[config.mk]
export PLATFORM = sky130hd
export DESIGN_NAME = alu_op_issuer
export DESIGN_NICKNAME = d
export VERILOG_FILES = /design/src/rtl/alu_op_pkg.sv /design/src/rtl/alu_op_decode.sv /design/src/rtl/alu_op_issuer.sv
export SDC_FILE = /design/constraint.sdc
export NUM_CORES = 1
export LEC_CHECK = 0
export ABC_CLOCK_PERIOD_IN_PS = 1930
export CORE_ASPECT_RATIO = 0.75
export CORE_UTILIZATION = 39
export DETAILED_ROUTE_END_ITERATION = 16
export GPL_TIMING_DRIVEN = 1
export PLACE_DENSITY = 0.87
export SETUP_SLACK_MARGIN = 0.02
export SYNTH_ARGS = -nofsm -noshare
export SYNTH_HDL_FRONTEND = slang
export SYNTH_SLANG_ARGS = --single-unit
export TNS_END_PERCENT = 30
[constraint.sdc]
create_clock -name clk -period 1.93 [get_ports clk]
set_clock_uncertainty 0.05 [all_clocks]
set_input_delay 0.4825 -clock clk [delete_from_list [all_inputs] [get_ports clk]]
set_output_delay 0.4825 -clock clk [all_outputs]
set_load 0.02 [all_outputs]
[src/rtl/alu_op_pkg.sv]
// Package: alu_op_pkg
// Shared constants for the ALU operation bus: 4-bit ALU op codes, instruction
// opcode/funct field values, and the issuer FSM state type. Also used by the
// ALU logic/arith units.
package alu_op_pkg;

  localparam logic [3:0] OP_ADD = 4'b0000;
  localparam logic [3:0] OP_SUB = 4'b0001;
  localparam logic [3:0] OP_AND = 4'b0100;
  localparam logic [3:0] OP_OR  = 4'b0101;
  localparam logic [3:0] OP_XOR = 4'b0110;
  localparam logic [3:0] OP_NOR = 4'b0111;
  localparam logic [3:0] OP_SLT = 4'b1010;

  localparam logic [5:0] OPC_RTYPE = 6'h00;
  localparam logic [5:0] OPC_ADDI  = 6'h08;
  localparam logic [5:0] OPC_ANDI  = 6'h0C;
  localparam logic [5:0] OPC_ORI   = 6'h0D;
  localparam logic [5:0] OPC_XORI  = 6'h0E;

  localparam logic [5:0] FN_ADD = 6'h20;
  localparam logic [5:0] FN_SUB = 6'h22;
  localparam logic [5:0] FN_AND = 6'h24;
  localparam logic [5:0] FN_OR  = 6'h25;
  localparam logic [5:0] FN_XOR = 6'h26;
  localparam logic [5:0] FN_NOR = 6'h27;
  localparam logic [5:0] FN_SLT = 6'h2A;

  typedef enum logic [1:0] {
    ST_IDLE = 2'd0,
    ST_EXEC = 2'd1,
    ST_RESP = 2'd2
  } state_t;

endpackage

[src/rtl/alu_op_decode.sv]
// Module: alu_op_decode
// Combinational map from instruction opcode/funct fields to the 4-bit ALU op.
// Unrecognised encodings produce OP_AND so the default build always has a
// legal op to execute.
// Ports:
//   opcode  in   6  instruction opcode field
//   funct   in   6  R-type funct field (ignored for I-type)
//   op      out  4  ALU op code
//   illegal out  1  encoding not recognised (only with ALU_OP_ILLEGAL_EN)
// Build option: ALU_OP_ILLEGAL_EN adds the illegal output.
module alu_op_decode
  import alu_op_pkg::*;
(
  input  logic [5:0] opcode,
  input  logic [5:0] funct,
  output logic [3:0] op
`ifdef ALU_OP_ILLEGAL_EN
  ,
  output logic       illegal
`endif
);

  logic       hit;
  logic [3:0] op_raw;

  always_comb begin
    hit    = 1'b1;
    op_raw = OP_AND;
    case (opcode)
      OPC_RTYPE: begin
        case (funct)
          FN_ADD:  op_raw = OP_ADD;
          FN_SUB:  op_raw = OP_SUB;
          FN_AND:  op_raw = OP_AND;
          FN_OR:   op_raw = OP_OR;
          FN_XOR:  op_raw = OP_XOR;
          FN_NOR:  op_raw = OP_NOR;
          FN_SLT:  op_raw = OP_SLT;
          default: hit    = 1'b0;
        endcase
      end
      OPC_ADDI: op_raw = OP_ADD;
      OPC_ANDI: op_raw = OP_AND;
      OPC_ORI:  op_raw = OP_OR;
      OPC_XORI: op_raw = OP_XOR;
      default:  hit    = 1'b0;
    endcase
  end

  assign op = hit ? op_raw : OP_AND;

`ifdef ALU_OP_ILLEGAL_EN
  assign illegal = ~hit;
`endif

endmodule

[src/rtl/alu_op_issuer.sv]
// Module: alu_op_issuer
// Control-side producer for the ALU operation bus. Accepts decoded instruction
// fields plus operands on a valid/ready handshake, registers operands and op
// to the ALU, waits ALU_LAT cycles, then presents the captured result on a
// valid/ready output. One request in flight at a time.
//
//   state | meaning
//   IDLE  | ready for a request (in_ready=1)
//   EXEC  | ALU inputs held, down-counter running to terminal count
//   RESP  | result presented (out_valid=1) until out_ready
//
// Ports:
//   clk, rst_n                   clock, async active-low reset
//   in_valid/in_ready            request handshake
//   opcode, funct, src_a, src_b  request fields
//   alu_a, alu_b, alu_op         registered ALU inputs
//   alu_result                   ALU output
//   out_valid/out_ready          response handshake
//   out_result                   captured result
//   out_illegal                  illegal-decode flag (only with ALU_OP_ILLEGAL_EN)
// Build option: ALU_OP_ILLEGAL_EN makes illegal encodings bypass the ALU and
// respond with out_result=0, out_illegal=1.
module alu_op_issuer
  import alu_op_pkg::*;
#(
  parameter int DATA_W  = 32,
  parameter int ALU_LAT = 1
) (
  input  logic              clk,
  input  logic              rst_n,
  input  logic              in_valid,
  output logic              in_ready,
  input  logic [5:0]        opcode,
  input  logic [5:0]        funct,
  input  logic [DATA_W-1:0] src_a,
  input  logic [DATA_W-1:0] src_b,
  output logic [DATA_W-1:0] alu_a,
  output logic [DATA_W-1:0] alu_b,
  output logic [3:0]        alu_op,
  input  logic [DATA_W-1:0] alu_result,
  output logic              out_valid,
  input  logic              out_ready,
  output logic [DATA_W-1:0] out_result
`ifdef ALU_OP_ILLEGAL_EN
  ,
  output logic              out_illegal
`endif
);

  // Counter only has to hold ALU_LAT-1.
  localparam int CNT_W = (ALU_LAT > 1) ? $clog2(ALU_LAT) : 1;

  state_t           state, state_nxt;
  logic [CNT_W-1:0] cnt;
  logic [3:0]       dec_op;
  logic             accept, load_alu, capture, done;

`ifdef ALU_OP_ILLEGAL_EN
  logic dec_ill;
  logic skip;

  alu_op_decode u_decode (
    .opcode  (opcode),
    .funct   (funct),
    .op      (dec_op),
    .illegal (dec_ill)
  );
`else
  alu_op_decode u_decode (
    .opcode (opcode),
    .funct  (funct),
    .op     (dec_op)
  );
`endif

  always_ff @(posedge clk or negedge rst_n) begin
    if (!rst_n) state <= ST_IDLE;
    else        state <= state_nxt;
  end

  always_comb begin
    state_nxt = state;
    accept    = 1'b0;
    load_alu  = 1'b0;
    capture   = 1'b0;
    done      = 1'b0;
`ifdef ALU_OP_ILLEGAL_EN
    skip      = 1'b0;
`endif
    case (state)
      ST_IDLE: begin
        if (in_valid) begin
          accept    = 1'b1;
          load_alu  = 1'b1;
          state_nxt = ST_EXEC;
`ifdef ALU_OP_ILLEGAL_EN
          if (dec_ill) begin
            // Illegal requests never reach the ALU; its inputs keep old values.
            skip      = 1'b1;
            load_alu  = 1'b0;
            state_nxt = ST_RESP;
          end
`endif
        end
      end
      ST_EXEC: begin
        if (cnt == '0) begin
          capture   = 1'b1;
          state_nxt = ST_RESP;
        end
      end
      ST_RESP: begin
        if (out_ready) begin
          done      = 1'b1;
          state_nxt = ST_IDLE;
        end
      end
      default: state_nxt = ST_IDLE;
    endcase
  end

  assign in_ready  = (state == ST_IDLE);
  assign out_valid = (state == ST_RESP);

  always_ff @(posedge clk or negedge rst_n) begin
    if (!rst_n) begin
      cnt <= '0;
    end else if (accept) begin
      cnt <= CNT_W'(ALU_LAT - 1);
    end else if (state == ST_EXEC && cnt != '0) begin
      cnt <= cnt - CNT_W'(1);
    end
  end

  always_ff @(posedge clk or negedge rst_n) begin
    if (!rst_n) begin
      alu_a  <= '0;
      alu_b  <= '0;
      alu_op <= OP_ADD;
    end else if (load_alu) begin
      alu_a  <= src_a;
      alu_b  <= src_b;
      alu_op <= dec_op;
    end
  end

  always_ff @(posedge clk or negedge rst_n) begin
    if (!rst_n) begin
      out_result <= '0;
    end else if (capture) begin
      out_result <= alu_result;
`ifdef ALU_OP_ILLEGAL_EN
    end else if (skip) begin
      out_result <= '0;
`endif
    end
  end

`ifdef ALU_OP_ILLEGAL_EN
  always_ff @(posedge clk or negedge rst_n) begin
    if (!rst_n)       out_illegal <= 1'b0;
    else if (skip)    out_illegal <= 1'b1;
    else if (capture) out_illegal <= 1'b0;
    else if (done)    out_illegal <= 1'b0;
  end
`endif

endmodule

# Word-level counts from Yosys, hierarchy flattened
# Cells that the tools add are included.
# Widths: inputs -> output; s select.
[op_classes] n_addsub=1 n_eq_ne=16 muxes=15 n_reduce_logical=7
[op_table] operator="$eq 6x6->1 const B" count=7
[op_table] operator="$eq 6x4->1 const B" count=4
[op_table] operator="$pmux 4 s6" count=1
[op_table] operator="$pmux 4 s4" count=1
[op_table] operator="$mux 1" count=7
[op_table] operator="$reduce_or 7->1" count=1
[op_table] operator="$logic_not 6->1" count=1
[op_table] operator="$mux 2" count=3
[op_table] operator="$pmux 2 s3" count=1
[op_table] operator="$mux 4" count=1
[op_table] operator="$ne 2x2->1 const B" count=2
[op_table] operator="$reduce_or 4->1" count=1
[op_table] operator="$reduce_and 3->1" count=1
[op_table] operator="$eq 2x1->1 const B" count=1
[op_table] operator="$eq 2x2->1 const B" count=1
[op_table] operator="$logic_not 2->1" count=1
[op_table] operator="$ne 2x1->1 const B" count=1
[op_table] operator="$pmux 1 s2" count=1
[op_table] operator="$reduce_bool 2->1" count=1
[op_table] operator="$logic_and 1x1->1" count=1
[op_table] operator="$sub 1x1->1 const B" count=1
[totals] ff_bits=103 inputBits=112 wordCells=45

# Longest topological paths before layout
[depth] word_depth=5 ltp_mapped=7 depth_no_buf=4

# Hierarchy
# A second synthesis with hierarchy kept.
[hier_totals] cells_unflattened=243 area_unflattened_um2=4006.3
[modules_own_cells] module="alu_op_issuer" n_inst=1 cells_each=223 area_each_um2=3865.0
[modules_own_cells] module="alu_op_decode" n_inst=1 cells_each=20 area_each_um2=141.4

# Worst setup path before layout
# OpenSTA, ideal clock, no wires.
[synth_path] kind="register to register" start="reg state[1]" end="reg alu_op[1]" setup_time_ps=101 arrival_ps=1328 path_slack_ps=451 path_stages_with_launch=6 n_path_buf=1 period_less_slack_ps=1479 path_cell_list="dfrtp_1 -> nor2_2 -> and2_1 -> buf_2 -> o21ai_1 -> o311ai_2"
[synth_between] elab_chain_cells=2
[synth_rtl] element="from (decl)" line="alu_op_issuer.sv:53" source="state_t state, state_nxt;"
[synth_rtl] element="from (signal assigned)" line="alu_op_issuer.sv:78" source="else state <= state_nxt;"
[synth_rtl] element="$logic_not 2->1"
[synth_rtl] element="net in_ready" line="alu_op_issuer.sv:32" source="output logic in_ready,"
[synth_rtl] element="$mux 1" line="alu_op_issuer.sv:90" source="case (state)"
[synth_rtl] element="to (signal assigned)" line="alu_op_issuer.sv:143" source="alu_op <= dec_op;"
[synth_rtl] element="to (decl)" line="alu_op_issuer.sv:39" source="output logic [3:0] alu_op,"
# The timed path passes the listed nets, and every way through them passes these cells.
# A chain may end at the register's enable or synchronous reset.

# Final worst setup path
[layout_path] start="reg alu_b[6]" end="out alu_b[6]"
[layout_lines] element="from (decl)" line="alu_op_issuer.sv:38" source="output logic [DATA_W-1:0] alu_b,"
[layout_lines] element="from (signal assigned)" line="alu_op_issuer.sv:142" source="alu_b <= src_b;"
# No word-level cell between the ends.

==> metrics.txt <==
synthesis-to-layout area growth 64.35%; ys async rst share 1.000; Synth Warn # 0; Diodes inserted 0; hold bufs inserted after CTS 0; Worst setup SP type register; clk slew on worst S/H paths around 0.070 ns; Die H 90.60 µm; GR peak layer met2; Synth Register Bits 103; DRC viols 0; cell taking the most area after synthesis dfrtp_1; Peak VDD IR 0.0008604 V; Crit. End Element primary output; Switching Fraction 0.3623; Initial Util 0.4127; cell area after synthesis ~4000 µm²; CP arrival ~1.3 ns; multiplexer area fraction after synthesis 0.1015; unrepaired setup endpoints after global routing true; clock latency at the later pin of the worst-skew pair around 0.33 ns; top cells by instance count after synthesis nand2_1, dfrtp_1, mux2_2; antenna violations before repair 0; Worst path top cell family by delay buffers and inverters; hold crit path type in2async; PortBufs between 200 and 250; Avg Inst Size Synth about 11 µm²; simple-gate share of the synthesized area 0.2118; DR pass1 iterations 4; Compound-Gate Fraction of Synth Area 0.02207; Synth Area in Adders 0; max-slew violation count 0; fin crit share 0.9704; clock group share of total power 0.171; Worst-Margin Slew around 0.39 ns; net switching power between 3 and 4 mW; Critical Path End alu_b[6]; Max clock buf depth 2; Hold WS 0.02135 ns; Routed Antenna Nets 0; DIE AREA 10880 µm²; CTS tree built; first-pass GRT wire length roughly 17000 µm; dpl hpwl about 7800 µm; R2R depth 5; reg2reg setup slack between 0.2 and 0.3 ns; Crit. Startpoint alu_b[6]; Post-CTS Setup Repair Bufs 0; Combinational Power Share 0.491; Die Wd between 100 and 150 µm; number of gates resized after cts 2; CP max stage cell clkdlybuf4s50_1; Cell Int Power between 7 and 8 mW; worst rel slew slack 0.7411; syn nets between 400 and 500; floorplan row count 31; CTS root buffer clkbuf_16; Seq/Total Area, Yosys 0.6315; Worst path depth 1; Crit path largest cell delay 0.64 ns; max-cap viol count 0; final setup fails 0; layout cells sized above 1 0.1073; met2 usage 0.3482; Mapped Cells roughly 390; XOR/XNOR Fraction of Synth Area 0; largest net degree at the start of global routing roughly 70; reg-to-reg endpoint alu_op[1]; maximum fanout along the worst path 2; post-synth top area share 0.6315; unique cell type count in the Yosys netlist 32; DR vias 3442; met1 Usage GRT 0.2403; Seq pwr share 0.338; status complete, no violations; Synth area leaders dfrtp_1, nand2_1, mux2_2; final core utilization 0.6782; Data required, critical path 1.40 ns; H-tree depth 3; RR Startpoint state[1]; WS Path Type reg2out; routability cong. 0.7564; M3 GR Usage 0.06503; total global routing overflow 0; DR WL/cell ~14 µm; FMAX 534.0 MHz; Leakage roughly 3.1 nW; worst path cell trace clkdlybuf4s50_1; core area ~10000 µm²; Nets 714; clock sinks 103; vias in the first global route 3504; Vias/cell between 4 and 5; Total Routing Usage GR 0.2024; PnR Total Power between 10 and 15 mW; Final Hold Fails 0; TritonCTS Buffers 9; post-layout minimum cycle time ~1.9 ns; largest family of logic cells by synthesized area simple AND/OR/NAND/NOR gates; EDFF count, synth 0; most common cell in the synthesized netlist nand2_1; final wirelength roughly 10000 µm; Top Ports ~210; power density over cell area around 1600 nW/µm²; DRT iter0 DRCs between 150 and 200; Worst Path Buf+Inv 1; ys flop type dfrtp_1
[routing by layer]
layer,share of wire,wire [µm]
met5,0,0
met4,0.014,142
met3,0.077,799
met2,0.50,5215
met1,0.41,4271
[power groups by stage]
stage                     logic (mW)  clock network [mW]  registers (mW)
after global routing            5.78                2.03            3.86
after CTS                       5.46                1.95            3.73
final                           5.40                1.88            3.72
after detailed placement        5.46                   0            3.76
after floorplan                 1.50                   0            4.95
after global placement          5.37                   0            3.69
[how the worst min path moves through the flow]
stage,start,to,slack (ns),cells past startpoint
after floorplan,rst_n,alu_a[0],0.14,0
after global placement,rst_n,out_result[3],0.38,1
after detailed placement,rst_n,out_result[3],0.39,1
after CTS,rst_n,out_result[27],0.02,1
final,rst_n,out_result[23],0.02,1
after global routing,rst_n,out_result[3],0.03,1
[kinds of logic after synthesis]
family                 Yosys count
AND/OR/NAND/NOR                215
buffers and inverters           21
AO/OA/AOI/OAI                   12
multiplexers                    34
flip-flops                     103
[registers in the layout (all words and copies together), names as in the netlist]
| register | count |
|---|---|
| alu_b | 32 |
| alu_op | 4 |
| state | 2 |
| alu_a | 32 |
| out_result | 32 |
| cnt | 1 |
[placed cells by master, fill, tap and decap left out, types with 2 or more instances in the layout]
master	netlist	final
nor4b_1	2	2
inv_1	3	3
nand2_1	197	196
nor2_1	4	4
buf_4	0	7
mux2_4	9	9
nand3_1	2	2
clkdlybuf4s50_1	0	210
dfrtp_1	103	103
buf_12	0	5
mux2_2	23	23
mux2i_1	2	2
o21ai_0	3	3
clkinvlp_4	0	2
clkbuf_16	0	9
bufinv_16	0	2
[cell type report]
type,count,area [µm²]
repair buffers,224,2268
well taps,132,165.2
flip-flops and latches,103,2577
clock buffers,10,229.0
multi-input cells,261,1373
inverters,3,11.26
clock inverters,5,83.83
fillers,748,3183
[stage by stage]
step                      worst slack, ns  instances  instance area (µm²)   TNS, ns
after floorplan                    0.4515        385                 4081         0
after global placement           -0.07217        723                 6401  -0.09346
after detailed placement          -0.1562        723                 6401   -0.2290
after CTS                        0.007010        738                 6711         0
after global routing              0.01624        738                 6708         0
final                             0.05720        738                 6708         0
No activity file was read; power rests on OpenSTA's default activity.
==> RTL change (config.mk and constraints unchanged) <==
Add a define of `ALU_OP_ILLEGAL_EN`.
--- a/src/rtl/alu_op_decode.sv
+++ b/src/rtl/alu_op_decode.sv
@@ -8,6 +8,8 @@
 //   op      out  4  ALU op code
 //   illegal out  1  encoding not recognised (only with ALU_OP_ILLEGAL_EN)
 // Build option: ALU_OP_ILLEGAL_EN adds the illegal output.
+`define ALU_OP_ILLEGAL_EN
+
 module alu_op_decode
   import alu_op_pkg::*;
 (
Function (old outputs only; new: out_illegal): changed (Yosys sat finds a counterexample within 4 cycles, from zero or initial values and one cycle with rst_n low).
==> RTL change against the unedited design <==
The run now ends with setup timing left; critical endpoint is now alu_b[10]; sequential cell count up 1; cell count down 13%; design area up 5.1%; via count down 7.8%; global-route usage up 1.5 points; setup slack worse by 0.14 ns; routed wire length up 9.6%; area after synthesis down 1.1%; sequential share of layout area down 1.5 points; largest cell class unchanged.
Power is not compared: it rests on default switching activity, and its combinational part moved more than twofold at a synthesized area within 25%.
==> RTL change: results (changes against the unedited design) <==
- The final reports fail on setup timing.
- The number of library cell types mapped by synthesis is 29 (was 32).
- The share of synthesized area occupied by flip-flops and latches is 64.48% (was 63.15%).
- The CTS clock-pin slew for the worst setup and hold paths is 0.07 ns (about the same).
- The via count of the first global-routing pass came to 3427 (was 3504).
- The flip-flop cell with the highest count after synthesis is sky130_fd_sc_hd__dfrtp_1 (unchanged).
- The share of post-route cells with drive strength above 1 is 26.37% (was 10.73%).
- The post-layout worst setup margin was -0.08015 ns (was 0.05720 ns).
- The total via count in the routed design is 3174 (was 3442).
- The port buffer count is 214 (was 213).
- The worst-case headroom to the max-slew limit is 62.35% (was 74.11%).
- The post-route non-filler standard cell count is 644 (was 738).
- The last weighted congestion value of the routability-driven placer was 0.7721 (was 0.7564).
- Most frequent cells after synthesis: 104 x sky130_fd_sc_hd__dfrtp_1, 59 x sky130_fd_sc_hd__mux2_2, 32 x sky130_fd_sc_hd__a22o_1, 8 x sky130_fd_sc_hd__buf_2, 8 x sky130_fd_sc_hd__mux2_4 (was 197 x sky130_fd_sc_hd__nand2_1, 103 x sky130_fd_sc_hd__dfrtp_1, 23 x sky130_fd_sc_hd__mux2_2, 9 x sky130_fd_sc_hd__buf_2, 9 x sky130_fd_sc_hd__mux2_4).
- The path type of the worst min-delay path is flip-flop to flip-flop (was input port to asynchronous set/reset pin).
- The signal arrival time at the worst endpoint is 2.18 ns (was 1.34 ns).
- The combined global-route utilization of all metal layers is 21.72% (was 20.24%).
- The aggregate negative setup slack is -3.384 ns (was 0 ns).
- The total placed cells including tap cells came to 615 (was 723).
- The average cell area after synthesis came to 15.47 um2 (was 10.60 um2).
- The post-synth net total is 373 (was 497).
- The maximum fanout along the worst path is 8 (was 2).
- The HPWL after detailed placement is 8044 um (was 7806 um).
- The total of fill cells in the finished design is 655 (was 748).
- Cells taking the most area after synthesis: sky130_fd_sc_hd__dfrtp_1 64%, sky130_fd_sc_hd__mux2_2 16%, sky130_fd_sc_hd__a22o_1 6.9% (was sky130_fd_sc_hd__dfrtp_1 63%, sky130_fd_sc_hd__nand2_1 18%, sky130_fd_sc_hd__mux2_2 6.3%).
- The number of DRC violations after detailed-routing iteration 0 is 116 (was 176).
- Result of the run: finished, violations left (was complete, no violations).
- The wire length of the first global-routing pass is 17980 um (was 17330 um).
- The final number of setup-violating endpoints is 67 (was 0).
- The CTS buffer count is 9 (unchanged).
- The mean routed wirelength per cell was 17.75 um (was 14.13 um).
- The pin count of the biggest net entering global routing is 55 (was 68).
-- RTL change: cell types whose count changed in the layout (fill, tap and decap cells not counted), moves of 5 or more --
| cell | delta |
|---|---|
| sky130_fd_sc_hd__buf_4 | +17 |
| sky130_fd_sc_hd__dlymetal6s2s_1 | +5 |
| sky130_fd_sc_hd__a22o_1 | +32 |
| sky130_fd_sc_hd__mux2_2 | +36 |
| sky130_fd_sc_hd__nand2_1 | -192 |
| sky130_fd_sc_hd__clkdlybuf4s50_1 | -11 |
-- RTL change: worst paths after layout --
check	from	to	slack (ns)	cells after the start
worst max-delay path	opcode[0]	alu_b[10]	-0.08	8
worst min-delay path	out_illegal	out_illegal	0.44	1
worst max register to register	state[0]	alu_b[10]	0.11	6
worst min register to register	out_illegal	out_illegal	0.44	1
max in group asynchronous	rst_n	alu_b[12]	0.78	3
min in group asynchronous	rst_n	alu_b[31]	0.51	2
-- RTL change: routing by layer --
metal	GRT usage (%)	share of wire [%]	vias up
li1	-	-	1449
met4	7.500	2.3	0
met1	24.88	39	1547
met2	36.37	49	157
met5	0	0	-
met3	9.137	9.3	21
-- RTL change: cell type report --
class / count / area share [%]
sequential: 104 / 36.92
timing repair buffer: 250 / 36.63
multi-input combinational: 139 / 19.68
clock buffer: 11 / 3.443
tap: 132 / 2.343
clock inverter: 4 / 0.7632
inverter: 4 / 0.2130
-- RTL change: kinds of logic after synthesis --
group / count (synthesis) / share of synthesized area [%]
DFF: 104 / 64.48
muxes: 68 / 19.68
AOI/OAI and AO/OA: 47 / 9.517
and+or+nand+nor: 23 / 3.596
buffers and inverters: 18 / 2.480
adders and majority gates: 1 / 0.2480
-- RTL change: what timing repair did --
item	CTS	global route
hold endpoints to repair	13	0
endpoints found under the setup margin	103	105
hold buffers	1	0
pin swaps	25	19
setup buffers	7	1
cloned	3	2
gates resized for setup	29	16
-- RTL change: critical path, cell delays in order --
cell                      delay (ns)
sky130_fd_sc_hd__buf_6          0.09
sky130_fd_sc_hd__or3_4          0.39
sky130_fd_sc_hd__nor4_4         0.22
sky130_fd_sc_hd__a32oi_2        0.10
sky130_fd_sc_hd__or2_4          0.28
sky130_fd_sc_hd__buf_12         0.16
sky130_fd_sc_hd__buf_12         0.14
sky130_fd_sc_hd__mux2_4         0.30
-- RTL change: through the flow --
stage	utilization, %	hold WS [ns]	cell area, um2	total power [mW]	setup WS, ns
finish	71.55	0.4436	7049	7.048	-0.08015
global route	71.55	0.4652	7049	7.364	-0.1299
CTS	70.71	0.4508	6967	7.111	-0.1968
detailed placement	65.85	0.3028	6487	5.258	-0.6871
global placement	65.85	0.3008	6487	5.194	-0.6394
floorplan	-	0.1369	4043	3.895	-0.3326
